## src/rtl/mc_ctrl_fsm.sv

```systemverilog
// mc_ctrl_fsm: multicycle main control FSM (fetch/decode/execute/memory/writeback sequencing)
//   in : clk, rst_n (async active-low), opcode, funct, zero (ALU Zero), mem_ready
//   out: datapath controls (pc_en, ir_write, iord, mem_read, mem_write, reg_write, reg_dst,
//        mem_to_reg, alu_src_a, alu_src_b, pc_source, alu_op), instr_done/illegal_op pulses,
//        state (debug)
module mc_ctrl_fsm #(
  parameter int OP_W = 6,
  parameter int ST_W = 4
) (
  input  logic            clk,
  input  logic            rst_n,
  input  logic [5:0]      opcode,
  input  logic [5:0]      funct,
  input  logic            zero,
  input  logic            mem_ready,
  output logic            pc_en,
  output logic            ir_write,
  output logic            iord,
  output logic            mem_read,
  output logic            mem_write,
  output logic            reg_write,
  output logic            reg_dst,
  output logic            mem_to_reg,
  output logic            alu_src_a,
  output logic [1:0]      alu_src_b,
  output logic [1:0]      pc_source,
  output logic [OP_W-1:0] alu_op,
  output logic            instr_done,
  output logic            illegal_op,
  output logic [ST_W-1:0] state
);
  typedef enum logic [3:0] {
    IDLE, FETCH, DECODE, MEM_ADDR, MEM_RD, MEM_WB, MEM_WR,
    R_EXEC, R_WB, BRANCH, JUMP, I_EXEC, I_WB
  } state_t;
  localparam logic [OP_W-1:0] ALU_NOP = OP_W'(6'h00);
  localparam logic [OP_W-1:0] ALU_ADD = OP_W'(6'h20);
  localparam logic [OP_W-1:0] ALU_SUB = OP_W'(6'h02);
  localparam logic [OP_W-1:0] ALU_AND = OP_W'(6'h03);
  localparam logic [OP_W-1:0] ALU_OR  = OP_W'(6'h04);
  localparam logic [OP_W-1:0] ALU_XOR = OP_W'(6'h05);
  localparam logic [OP_W-1:0] ALU_NOR = OP_W'(6'h06);
  state_t state_q, state_d;
  logic instr_done_q, instr_done_d, illegal_op_q, illegal_op_d;
  logic pc_write, pc_write_cond, r_ok;
  logic [OP_W-1:0] r_op;
  always_ff @(posedge clk or negedge rst_n) begin
    if (!rst_n) begin
      state_q      <= IDLE;
      instr_done_q <= 1'b0;
      illegal_op_q <= 1'b0;
    end else begin
      state_q      <= state_d;
      instr_done_q <= instr_done_d;
      illegal_op_q <= illegal_op_d;
    end
  end
  always_comb begin
    r_ok = 1'b1;
    r_op = ALU_NOP;
    case (funct)
      6'h20:   r_op = ALU_ADD;
      6'h22:   r_op = ALU_SUB;
      6'h24:   r_op = ALU_AND;
      6'h25:   r_op = ALU_OR;
      6'h26:   r_op = ALU_XOR;
      6'h27:   r_op = ALU_NOR;
      default: r_ok = 1'b0;
    endcase
  end
  always_comb begin
    state_d       = state_q;
    instr_done_d  = 1'b0;
    illegal_op_d  = 1'b0;
    pc_write      = 1'b0;
    pc_write_cond = 1'b0;
    ir_write      = 1'b0;
    iord          = 1'b0;
    mem_read      = 1'b0;
    mem_write     = 1'b0;
    reg_write     = 1'b0;
    reg_dst       = 1'b0;
    mem_to_reg    = 1'b0;
    alu_src_a     = 1'b0;
    alu_src_b     = 2'b00;
    pc_source     = 2'b00;
    alu_op        = ALU_NOP;
    case (state_q)
      IDLE: state_d = FETCH;
      FETCH: begin
        mem_read  = 1'b1;
        alu_src_b = 2'b01;
        alu_op    = ALU_ADD;
        ir_write  = mem_ready;
        pc_write  = mem_ready;
        state_d   = mem_ready ? DECODE : FETCH;
      end
      DECODE: begin
        alu_src_b = 2'b11;
        alu_op    = ALU_ADD;
        case (opcode)
          6'h23, 6'h2B: state_d = MEM_ADDR;
          6'h00:        state_d = R_EXEC;
          6'h04:        state_d = BRANCH;
          6'h02:        state_d = JUMP;
          6'h08:        state_d = I_EXEC;
          default: begin
            state_d      = FETCH;
            illegal_op_d = 1'b1;
          end
        endcase
      end
      MEM_ADDR: begin
        alu_src_a = 1'b1;
        alu_src_b = 2'b10;
        alu_op    = ALU_ADD;
        state_d   = (opcode == 6'h2B) ? MEM_WR : MEM_RD;
      end
      MEM_RD: begin
        mem_read = 1'b1;
        iord     = 1'b1;
        state_d  = mem_ready ? MEM_WB : MEM_RD;
      end
      MEM_WB: begin
        reg_write    = 1'b1;
        mem_to_reg   = 1'b1;
        instr_done_d = 1'b1;
        state_d      = FETCH;
      end
      MEM_WR: begin
        mem_write    = 1'b1;
        iord         = 1'b1;
        instr_done_d = mem_ready;
        state_d      = mem_ready ? FETCH : MEM_WR;
      end
      R_EXEC: begin
        alu_src_a    = 1'b1;
        alu_op       = r_op;
        illegal_op_d = !r_ok;
        state_d      = r_ok ? R_WB : FETCH;
      end
      R_WB: begin
        reg_write    = 1'b1;
        reg_dst      = 1'b1;
        instr_done_d = 1'b1;
        state_d      = FETCH;
      end
      BRANCH: begin
        alu_src_a     = 1'b1;
        alu_op        = ALU_SUB;
        pc_write_cond = 1'b1;
        pc_source     = 2'b01;
        instr_done_d  = 1'b1;
        state_d       = FETCH;
      end
      JUMP: begin
        pc_write     = 1'b1;
        pc_source    = 2'b10;
        instr_done_d = 1'b1;
        state_d      = FETCH;
      end
      I_EXEC: begin
        alu_src_a = 1'b1;
        alu_src_b = 2'b10;
        alu_op    = ALU_ADD;
        state_d   = I_WB;
      end
      I_WB: begin
        reg_write    = 1'b1;
        instr_done_d = 1'b1;
        state_d      = FETCH;
      end
      default: state_d = IDLE;
    endcase
  end
  assign pc_en      = pc_write | (pc_write_cond & zero);
  assign instr_done = instr_done_q;
  assign illegal_op = illegal_op_q;
  assign state      = ST_W'(state_q);
endmodule

```

## config.mk

```make
export PLATFORM = sky130hd
export DESIGN_NAME = mc_ctrl_fsm
export DESIGN_NICKNAME = d
export VERILOG_FILES = /design/src/rtl/mc_ctrl_fsm.sv
export SDC_FILE = /design/constraint.sdc
export NUM_CORES = 1
export LEC_CHECK = 0
export CAP_MARGIN = 20
export CORE_UTILIZATION = 50
export CTS_CLUSTER_DIAMETER = 80
export DETAILED_ROUTE_END_ITERATION = 10
export DONT_BUFFER_PORTS = 1
export HOLD_SLACK_MARGIN = 0.06
export PLACE_DENSITY = 0.7
export SLEW_MARGIN = 5
export SYNTH_ARGS = -nofsm -noshare
export SYNTH_HDL_FRONTEND = slang
export SYNTH_SLANG_ARGS = --single-unit
```

## constraint.sdc

```tcl
create_clock -name clk -period 3.8 [get_ports clk]
set_input_delay 0.76 -clock clk [delete_from_list [all_inputs] [get_ports clk]]
set_output_delay 0.76 -clock clk [all_outputs]
set_load 0.03 [all_outputs]
```

==> results by group, run 1 <==
Floorplanning
  • Initial Util: 0.575
  • Die Span Y: 38.7 µm
  • Std cell rows: 12
  • Die Area: 1500 µm²
  • IO Pins: 41
  • CORE AREA: 1170 µm²
  • Die X: 38.7 µm

Clocking
  • Reg clk slew, reported paths: 50 ps
  • Worst-skew pair later-pin latency: 250 ps
  • Post-cts repair resize count: 0
  • Post-CTS setup buffer count: 0
  • CTS Root Cell: clkbuf_4
  • H-Tree Depth: 1
  • CTS tree: done
  • Number of buffers created by CTS: 3
  • Worst-case clock buffer depth: 2
  • Hold-fix buffer count after cts: 0
  • Clock sink count: 6

Finish
  • ANT cells: 0
  • Area growth, synth to finish: 3.90%
  • Register area: 150 µm²
  • Final Non-Filler Cells: 106
  • Design area: 699 µm²
  • # fillers: 125
  • Area of the multi-input gates: 475 µm²
  • Final net count: 110
  • Fraction of layout instances using a drive strength above 1: 0.120

STA
  • Setup violators final: 0
  • Fmax: 0.325 GHz
  • Final worst path period share: 0.810
  • Slew @ Worst Pin: 911 ps
  • Final Hold Viols: 0
  • Max-slew violation count: 0
  • Final setup skew: 2.81 ps
  • RSZ-0062 raised after global routing: no
  • Hold_ws: 207 ps
  • Relative slew slack: 0.388
  • Setup TNS: 0 ps
  • Crit path time final: 3080 ps

Run
  • Count of max-cap constraint violations: 0

Global routing
  • Initial antenna violation count: 0
  • First-pass GRT wire length: 2.35 mm
  • Global route overflow: 0
  • Largest net degree at the start of global routing: 22
  • Total GRT Usage: 0.226
  • Vias in the first global route: 583

Pwr
  • Sw frac: 0.588
  • Max VDD drop: 0.000285 V
  • Lkg Pwr: 0.287 nW
  • Clock share of power: 0.106
  • Net load switching power: 0.329 mW
  • Pwr Density: 800 nW/µm²
  • Register share of total power: 0.353
  • Internal cell power: 0.230 mW
  • Logic gate share of total power: 0.541

Logic synthesis
  • Mux contribution to synthesized area: 0
  • Post-synthesis sequential area ratio: 0.223
  • Compound-Gate Fraction of Synth Area: 0.283
  • Xor/xnor share of the synthesized area: 0.0390
  • Post-synth top area share: 0.223
  • Post-synthesis async set-or-reset flop share: 1.00
  • Post-synth EDFFs: 0
  • Adder-Cell Fraction of Synth Area: 0.0149
  • Primary FF master, synth: dfrtp_1
  • Post-synthesis register bit count: 6
  • Largest family of logic cells by synthesized area: simple AND/OR/NAND/NOR gates
  • Post-Syn Area per Cell: 7.32 µm²
  • Syn Inst Count: 92
  • Post-synthesis simple-gate area fraction: 0.359
  • Synthesis Warnings: 0
  • Netlist area before placement: 673 µm²
  • Dominant cells by area after synthesis: dfrtp_1 22%, nor2_1 7.8%, nor2b_1 5.6%
  • Yosys cell types: 35
  • Yosys top cell by area: dfrtp_1

Place
  • Area after DPL: 677 µm²
  • Post-DP HPWL: 1.15 mm
  • I/O Buffers: 0
  • GP Congestion: 0.796
  • Cell count after placement: 103

Critical path
  • CP max FO: 21
  • Reg-to-reg critical path startpoint: state[0]
  • Critical Path AT: 2320 ps
  • R2r setup slk: 2000 ps
  • CP max-delay cell: dfrtp_1
  • Max stage delay on crit path: 890 ps
  • Crit Reg-Reg Endpoint: state[0]
  • Critical Path, Cell by Cell: nand2b_1, nor2_1, a211o_1
  • Worst Setup End Kind: output pin
  • CP required: 3040 ps
  • Crit start category: flop
  • Type of the worst setup path: reg -> out
  • R2R depth: 4

Hold path
  • Hold WC Path Type: in -> async

Drt
  • Post-Route WL: 1.53 mm
  • DRC: 0
  • First DRT Iteration DRCs: 19
  • Detailed-route via count: 669
  • Post-DRT Antenna Nets: 0
  • Initial DRT Pass Iterations: 4
  • Avg WL per Cell: 14.5 µm
  • Avg Vias per Cell: 6.31

Run status
  • Status: complete, no violations
-- layout by cell type (no fill, tap or decap), types with 3 or more instances in the layout --
master / count
nor2_1: 14
clkbuf_4: 3
buf_4: 3
nand2_1: 4
a21oi_1: 5
dfrtp_1: 6
nor3_1: 5
nand2b_1: 4
a21boi_0: 3
xnor2_1: 3
inv_1: 3
nor2b_1: 6
a211oi_1: 3
nand3_1: 3
o21ai_0: 3
-- how the worst max path moves through the flow --
stage	startpoint	to	slack, ps	cells past startpoint
floorplan	state[0]	pc_en	1010	5
global placement	state[0]	pc_en	1050	3
detailed placement	state[0]	pc_en	980	3
CTS	state[0]	pc_en	710	3
global route	state[0]	pc_en	580	3
finish	state[0]	pc_en	720	3
-- final cells by class --
cell class                      count  area share
Clock buffer                        3      0.0322
Inverter                            3      0.0161
Multi-Input combinational cell     77       0.680
Sequential cell                     6       0.215
Timing Repair Buffer                3      0.0322
Tap cell                           14      0.0250
-- power groups by stage --
stage	clock (mW)	combinational (mW)	sequential (mW)
final	0.0594	0.303	0.197
after global placement	0	0.302	0.195
after detailed placement	0	0.303	0.199
after CTS	0.0618	0.304	0.197
after global routing	0.0660	0.331	0.208
after floorplan	0	0.302	0.148
-- stage by stage --
stage / utilization / power [mW] / worst slack [ps]
6_report: 0.597 / 0.559 / 722
5_1_grt: 0.597 / 0.605 / 577
4_1_cts: 0.597 / 0.563 / 714
3_5_place_dp: 0.578 / 0.502 / 983
3_3_place_gp: 0.578 / 0.497 / 1050
2_1_floorplan: - / 0.450 / 1010
-- cells by family after synthesis --
family,after synthesis
AOI/OAI and AO/OA,27
xor gates and xnor gates,3
adders and majority gates,1
buffers and inverters,10
DFF,6
other,1
and+or+nand+nor,44
-- critical path, delay by kind of cell, from the launching register on --
| family | cells | cell delay [ps] |
|---|---|---|
| flops | 1 | 890 |
| compound gates | 1 | 390 |
| simple gates | 2 | 780 |
-- Yosys cell counts (all sizes together) (2+ instances only) --
library cell and n:
a21oi 5, buf 7, a21boi 3, xnor2 3
nand3 3, nor3b 3, o22ai 2, nand2 4
nor2b 6, nor2 14, nand2b 4, o21ai 3
a211oi 3, nor3 7, inv 3, dfrtp 6
-- routing by layer --
metal,GRT usage,wire length (µm)
met1,0.293,663
met2,0.354,724
met3,0.0809,146
met4,0.0517,0
met5,0,0
-- registers in the layout, summed over array words and instances, names as in the netlist --
register    flops
state           4
instr_done      1
illegal_op      1
(Power assumes the default switching activity.)
==> run 2: changes to the inputs <==
==> constraint.sdc (replaced) <==
create_clock -name clk -period 3 [get_ports clk]
set_input_delay 0.6 -clock clk [delete_from_list [all_inputs] [get_ports clk]]
set_output_delay 0.6 -clock clk [all_outputs]
set_load 0.03 [all_outputs]
==> run 2 against run 1 <==
Compared with the run above: clock power increased by 36%; critical path depth increased by 1; worst setup slack got worse by 330 ps; final area increased by 7.9%; largest power group unchanged.
==> results by group, run 2 (synthesis results as in run 1) <==
Drt
  • DRC: 0 (unchanged)
  • Detailed-route via count: 700 (+4.6%)
  • First DRT Iteration DRCs: 10 (-9)
  • Post-Route WL: 1.54 mm (about the same)
  • Avg Vias per Cell: 6.19 (-1.8%)
  • Post-DRT Antenna Nets: 0 (unchanged)
  • Avg WL per Cell: 13.6 µm (-6.1%)
  • Initial DRT Pass Iterations: 4 (unchanged)

Finish
  • Area growth, synth to finish: 12.1%
  • # fillers: 110 (-12%)
  • Largest register FFs: 4 (unchanged)
  • Final net count: 117 (+6.4%)
  • ANT cells: 0 (unchanged)
  • Commonest non-fill, non-tap cells in the layout: 14 x nor2_1, 9 x buf_4, 6 x nor2b_1, 6 x dfrtp_1
  • Fraction of layout instances using a drive strength above 1: 0.172 (+0.0522)
  • Most common cell after layout, fill and taps aside: nor2_1
  • Final Non-Filler Cells: 113 (+6.6%)

Critical path
  • Type of the worst setup path: reg -> out
  • Top cell by count, worst path: nor2_1
  • R2R depth: 4 (unchanged)
  • Critical Path, Cell by Cell: nand2_1, nor2_1, nand3_1, nor2_1
  • Reg-to-reg critical path startpoint: state[1]
  • CP max FO: 18 (-14%)
  • R2r setup slk: 1220 ps (-780 ps)
  • Max stage delay on crit path: 810 ps (-80 ps)
  • CP max-delay cell: dfrtp_1
  • Worst Setup End Kind: output pin
  • Crit Reg-Reg Endpoint: state[2]
  • Critical Path AT: 2010 ps (-310 ps)
  • Crit start category: flop
  • CP required: 2400 ps (-640 ps)

Floorplanning
  • Die Area: 1500 µm² (unchanged)
  • Initial Util: 0.575 (unchanged)
  • IO Pins: 41 (unchanged)
  • CORE AREA: 1170 µm² (unchanged)
  • Std cell rows: 12 (unchanged)
  • Die Span Y: 38.7 µm (unchanged)
  • Die X: 38.7 µm (unchanged)

STA
  • Relative slew slack: 0.516 (+0.128)
  • Fmax: 0.383 GHz
  • Max-slew violation count: 0 (unchanged)
  • Final Hold Viols: 0 (unchanged)
  • Crit path time final: 2610 ps
  • Setup violators final: 0 (unchanged)
  • Final worst slack: 390 ps (-332 ps)
  • Final worst path period share: 0.870
  • Final setup skew: 9.60 ps (+6.79 ps)
  • RSZ-0062 raised after global routing: no
  • Setup TNS: 0 ps (unchanged)
  • Slew @ Worst Pin: 726 ps (-185 ps)

Global routing
  • Vias in the first global route: 554 (-5.0%)
  • Total GRT Usage: 0.229 (+0.00267)
  • Global route overflow: 0 (unchanged)
  • Initial antenna violation count: 0 (unchanged)
  • First-pass GRT wire length: 2.33 mm (-1.1%)
  • Largest net degree at the start of global routing: 22 (unchanged)

Run
  • Count of max-cap constraint violations: 0 (unchanged)

Hold path
  • Hold Path End: state[2]
  • Hold WC Path Type: in -> reg
  • Hold Path Origin: opcode[3]
  • Worst Hold Depth: 1

Clocking
  • Worst-skew pair later-pin latency: 260 ps (about the same)
  • Hold-fix buffer count after cts: 1 (+1)
  • Reg clk slew, reported paths: 50 ps (about the same)
  • Worst-case clock buffer depth: 2 (unchanged)
  • Number of buffers created by CTS: 3 (unchanged)
  • Post-CTS setup buffer count: 0 (unchanged)
  • CTS Root Cell: clkbuf_4
  • Clock sink count: 6 (unchanged)
  • CTS tree: done
  • Post-cts repair resize count: 0 (unchanged)
  • H-Tree Depth: 1 (unchanged)

Pwr
  • Lkg Pwr: 0.322 nW (+12%)
  • Max VDD drop: 0.000385 V (+35%)
  • Pwr Density: 988 nW/µm² (+24%)

Place
  • I/O Buffers: 0 (unchanged)
  • Cell count after placement: 109 (+5.8%)
  • Pre-CTS WS: 671 ps (-312 ps)
  • Post-DP HPWL: 1.13 mm (-1.9%)
  • GP Congestion: 0.810 (+1.7%)

Run status
  • Status: complete, no violations
## run 2: cell count changes in the layout (fill, tap and decap cells not counted)
cell	delta
dlygate4sd3_1	+1
buf_4	+6
## run 2: metrics by stage
| stage | instance area (µm²) | power, mW | hold WS, ps | utilization |
|---|---|---|---|---|
| 3_5_place_dp | 722 | 0.664 | 305 | 0.616 |
| 6_report | 754 | 0.745 | 446 | 0.644 |
| 3_3_place_gp | 722 | 0.664 | 305 | 0.616 |
| 2_1_floorplan | 677 | 0.570 | 304 | - |
| 5_1_grt | 754 | 0.798 | 436 | 0.644 |
| 4_1_cts | 754 | 0.748 | 441 | 0.644 |
## run 2: routing by layer
metal	vias up	GRT usage	wire length, µm
li1	346	-	-
met1	317	0.322	657
met2	35	0.313	735
met3	2	0.0520	126
met4	0	0.129	17
met5	-	0	0
## run 2: how the worst max path moves through the flow
stage | from | to | depth (start not counted)
2_1_floorplan | state[0] | pc_en | 5
3_3_place_gp | state[3] | alu_op[2] | 4
3_5_place_dp | state[1] | alu_op[2] | 4
4_1_cts | state[1] | alu_op[2] | 4
5_1_grt | state[1] | alu_op[2] | 4
6_report | state[1] | alu_op[2] | 4
## run 2: worst max-delay path, delay by kind of cell, from the launching register on
kind          cells  cell delay (ps)
simple gates      4              930
flops             1              810
## run 2: layout make-up
class / instances / area, µm² / share of cell area
inverters: 3 / 11.3 / 0.0149
repair buffers: 10 / 77.6 / 0.103
multi-input cells: 77 / 475 / 0.630
well taps: 14 / 17.5 / 0.0232
flip-flops and latches: 6 / 150 / 0.199
clock buffers: 3 / 22.5 / 0.0299
## run 2: power by group
| part | internal (mW) | leakage (nW) | switching (mW) | total (mW) |
|---|---|---|---|---|
| combinational | 0.168 | 0.230 | 0.272 | 0.440 |
| clock | 0.0456 | 0.0138 | 0.0349 | 0.0805 |
| sequential | 0.106 | 0.0785 | 0.119 | 0.225 |
==> run 3: changes to the inputs <==
--- a/config.mk
+++ b/config.mk
@@ -5,6 +5,7 @@
 export SDC_FILE = /design/constraint.sdc
 export NUM_CORES = 1
 export LEC_CHECK = 0
+export ABC_AREA = 1
 export CAP_MARGIN = 20
 export CORE_UTILIZATION = 50
 export CTS_CLUSTER_DIAMETER = 80
==> run 3 against run 2 <==
Compared with the run above: die area grew 1.1%; hold slack gained 130 ps; largest cell class unchanged; clock power shrank 11%; sequential power shrank 13%; via count grew 7.7%; worst setup slack gained 130 ps.
==> results by group, run 3 <==
Finish
  • Final net count: 152 (+30%)
  • Area growth, synth to finish: 5.70%
  • Commonest non-fill, non-tap cells in the layout: 35 x nand2_1, 30 x nor2_1, 28 x inv_1, 13 x nand3_1, 6 x dfrtp_1
  • # fillers: 133 (+21%)
  • Fraction of layout instances using a drive strength above 1: 0.0448 (-0.127)
  • ANT cells: 0 (unchanged)
  • Design area: 719 µm² (-4.6%)
  • Most common cell after layout, fill and taps aside: nand2_1
  • Largest register FFs: 4 (unchanged)
  • Finished Core Util: 0.607 (-0.0377)

STA
  • RSZ-0062 raised after global routing: no
  • Final Hold Viols: 0 (unchanged)
  • Final setup skew: 1.03 ps (-8.57 ps)
  • Crit path time final: 2480 ps (-130 ps)
  • Final worst path period share: 0.827 (-0.0433)
  • Setup TNS: 0 ps (unchanged)
  • Fmax: 0.403 GHz (+5.2%)
  • Max-slew violation count: 0 (unchanged)
  • Relative slew slack: 0.576 (+0.0596)
  • Slew @ Worst Pin: 634 ps (-91.8 ps)
  • Hold_ws: 577 ps (+131 ps)
  • Setup violators final: 0 (unchanged)

Place
  • Area after DPL: 687 µm² (-4.9%)
  • I/O Buffers: 0 (unchanged)
  • GP Congestion: 0.759 (-6.2%)
  • Post-DP HPWL: 1.25 mm (+11%)

Global routing
  • Global route overflow: 0 (unchanged)
  • Total GRT Usage: 0.223 (-0.00559)
  • Vias in the first global route: 623 (+12%)
  • First-pass GRT wire length: 2.40 mm (+3.3%)
  • Initial antenna violation count: 0 (unchanged)
  • Largest net degree at the start of global routing: 8 (-64%)

Pwr
  • Final Power: 0.639 mW (-14%)
  • Register share of total power: 0.305 (+0.003)
  • Pwr Density: 888 nW/µm² (-10%)
  • Max VDD drop: 0.000601 V (+56%)
  • Internal cell power: 0.222 mW (-31%)
  • Lkg Pwr: 0.476 nW (+48%)
  • Sw frac: 0.652 (+0.0817)
  • Clock share of power: 0.112 (+0.004)
  • Net load switching power: 0.417 mW (-2.0%)
  • Logic gate share of total power: 0.583 (-0.007)

Drt
  • First DRT Iteration DRCs: 15 (+5)
  • Post-Route WL: 1.49 mm (-2.8%)
  • Initial DRT Pass Iterations: 4 (unchanged)
  • Avg WL per Cell: 10.1 µm (-26%)
  • Post-DRT Antenna Nets: 0 (unchanged)
  • Detailed-route via count: 754 (+7.7%)
  • DRC: 0 (unchanged)
  • Avg Vias per Cell: 5.09 (-18%)

Hold path
  • Hold WC Path Type: in -> reg

Critical path
  • CP max FO: 7 (-11)
  • Crit start category: flop
  • CP required: 2400 ps (about the same)
  • Type of the worst setup path: reg -> out
  • Worst Setup End Kind: output pin
  • Critical Path AT: 1880 ps (-130 ps)

Logic synthesis
  • Post-synth EDFFs: 0 (unchanged)
  • Most numerous cell in the Yosys netlist: nand2_1
  • Yosys top cell by area: dfrtp_1
  • Post-synthesis sequential area ratio: 0.221 (-0.00246)
  • Synth top cells by count: 35 x nand2_1, 30 x nor2_1, 28 x inv_1
  • Post-synthesis async set-or-reset flop share: 1.00 (unchanged)
  • Post-synth top area share: 0.221 (-0.00246)
  • Primary FF master, synth: dfrtp_1
  • Post-Syn Area per Cell: 5.20 µm² (-29%)
  • Dominant cells by area after synthesis: dfrtp_1 22%, nand2_1 19%, nor2_1 17%
  • Post-synthesis register bit count: 6 (unchanged)
  • Yosys cell types: 15 (-57%)
  • Synthesis Warnings: 0 (unchanged)
  • Netlist area before placement: 681 µm² (+1.1%)
  • Syn Inst Count: 131 (+42%)

Floorplanning
  • IO Pins: 41 (unchanged)
  • CORE AREA: 1190 µm² (+1.3%)
  • Die Area: 1510 µm² (+1.1%)
  • Die Span Y: 38.9 µm (+0.53%)
  • Die X: 38.9 µm (+0.53%)
  • Std cell rows: 12 (unchanged)
  • Initial Util: 0.574 (-0.000947)

Clocking
  • Worst-skew pair later-pin latency: 240 ps (-20 ps)
  • Clock sink count: 6 (unchanged)
  • Worst-case clock buffer depth: 2 (unchanged)
  • CTS tree: done
  • Post-cts repair resize count: 0 (unchanged)
  • CTS Root Cell: clkbuf_4
  • H-Tree Depth: 1 (unchanged)
  • Number of buffers created by CTS: 3 (unchanged)
  • Reg clk slew, reported paths: 40 ps (about the same)

Run
  • Count of max-cap constraint violations: 0 (unchanged)

Run status
  • Status: complete, no violations
==> run 3: cell types whose count changed after synthesis, sizes merged, moves of 3 or more <==
cell | previous run | this run
inv | 3 | 28
nor2b | 6 | 0
nand2b | 4 | 0
nand3 | 3 | 13
nor3 | 7 | 0
nor3b | 3 | 0
a211oi | 3 | 0
o21ai | 3 | 6
xnor2 | 3 | 0
nand2 | 4 | 36
nor2 | 14 | 32
a21boi | 3 | 0
buf | 7 | 2
a21oi | 5 | 2
==> run 3: kinds of logic (layout without fill, tap and decap cells) <==
group / Yosys count / count (layout) / synth area share
simple gates: 84 / 84 / 0.517
buf+inv: 30 / 32 / 0.176
compound gates: 10 / 10 / 0.0809
flops: 6 / 6 / 0.221
other cells: 1 / 2 / 0.00551
==> run 3: area by class of cell <==
class | instances | area [µm²] | area share
well taps | 14 | 17.5 | 0.0243
multi-input cells | 96 | 414 | 0.576
flip-flops and latches | 6 | 150 | 0.209
inverters | 28 | 105 | 0.146
repair buffers | 1 | 10.0 | 0.0139
clock buffers | 3 | 22.5 | 0.0313
==> run 3: critical path: stages (launching register included) <==
cell and delay, ps:
dfrtp_1 620, inv_1 100, nor2_1 270, nand2_1 110, inv_1 240, a21oi_1 70, inv_1 230
==> run 3: per-stage QoR <==
step	std cells	setup WS (ps)
6_report	148	520
3_5_place_dp	144	784
4_1_cts	148	522
3_3_place_gp	144	783
2_1_floorplan	132	926
5_1_grt	148	358
==> run 3: final timing paths <==
path                       slack (ps)  depth (start not counted)    endpoint       from
setup / recovery                  520                          6   reg_write   state[2]
hold / removal                    580                          3    state[2]  mem_ready
setup reg to reg                 1110                          8    state[1]   state[1]
hold reg to reg                   960                          5    state[0]   state[0]
max in group asynchronous        2110                          1  illegal_op      rst_n
min in group asynchronous         670                          1    state[1]      rst_n
==> run 3: power by group through the flow <==
stage                     combinational (mW)  sequential [mW]  clock (mW)
final                                  0.372            0.195      0.0715
after global routing                   0.406            0.200      0.0790
after CTS                              0.371            0.194      0.0729
after detailed placement               0.366            0.196           0
after global placement                 0.365            0.195           0
after floorplan                        0.327            0.188           0
==> run 3: layer usage <==
metal  wire [µm]  part of all wire  track usage
met1         697              0.47        0.301
met2         644              0.43        0.371
met3         139             0.093       0.0289
met4          12            0.0080       0.0517
met5           0                 0            0
==> run 3: timing repair <==
item | in CTS | in global routing
hold buffers | 1 | 0
buffers inserted | 0 | 0
hold endpoints to repair | 6 | 0
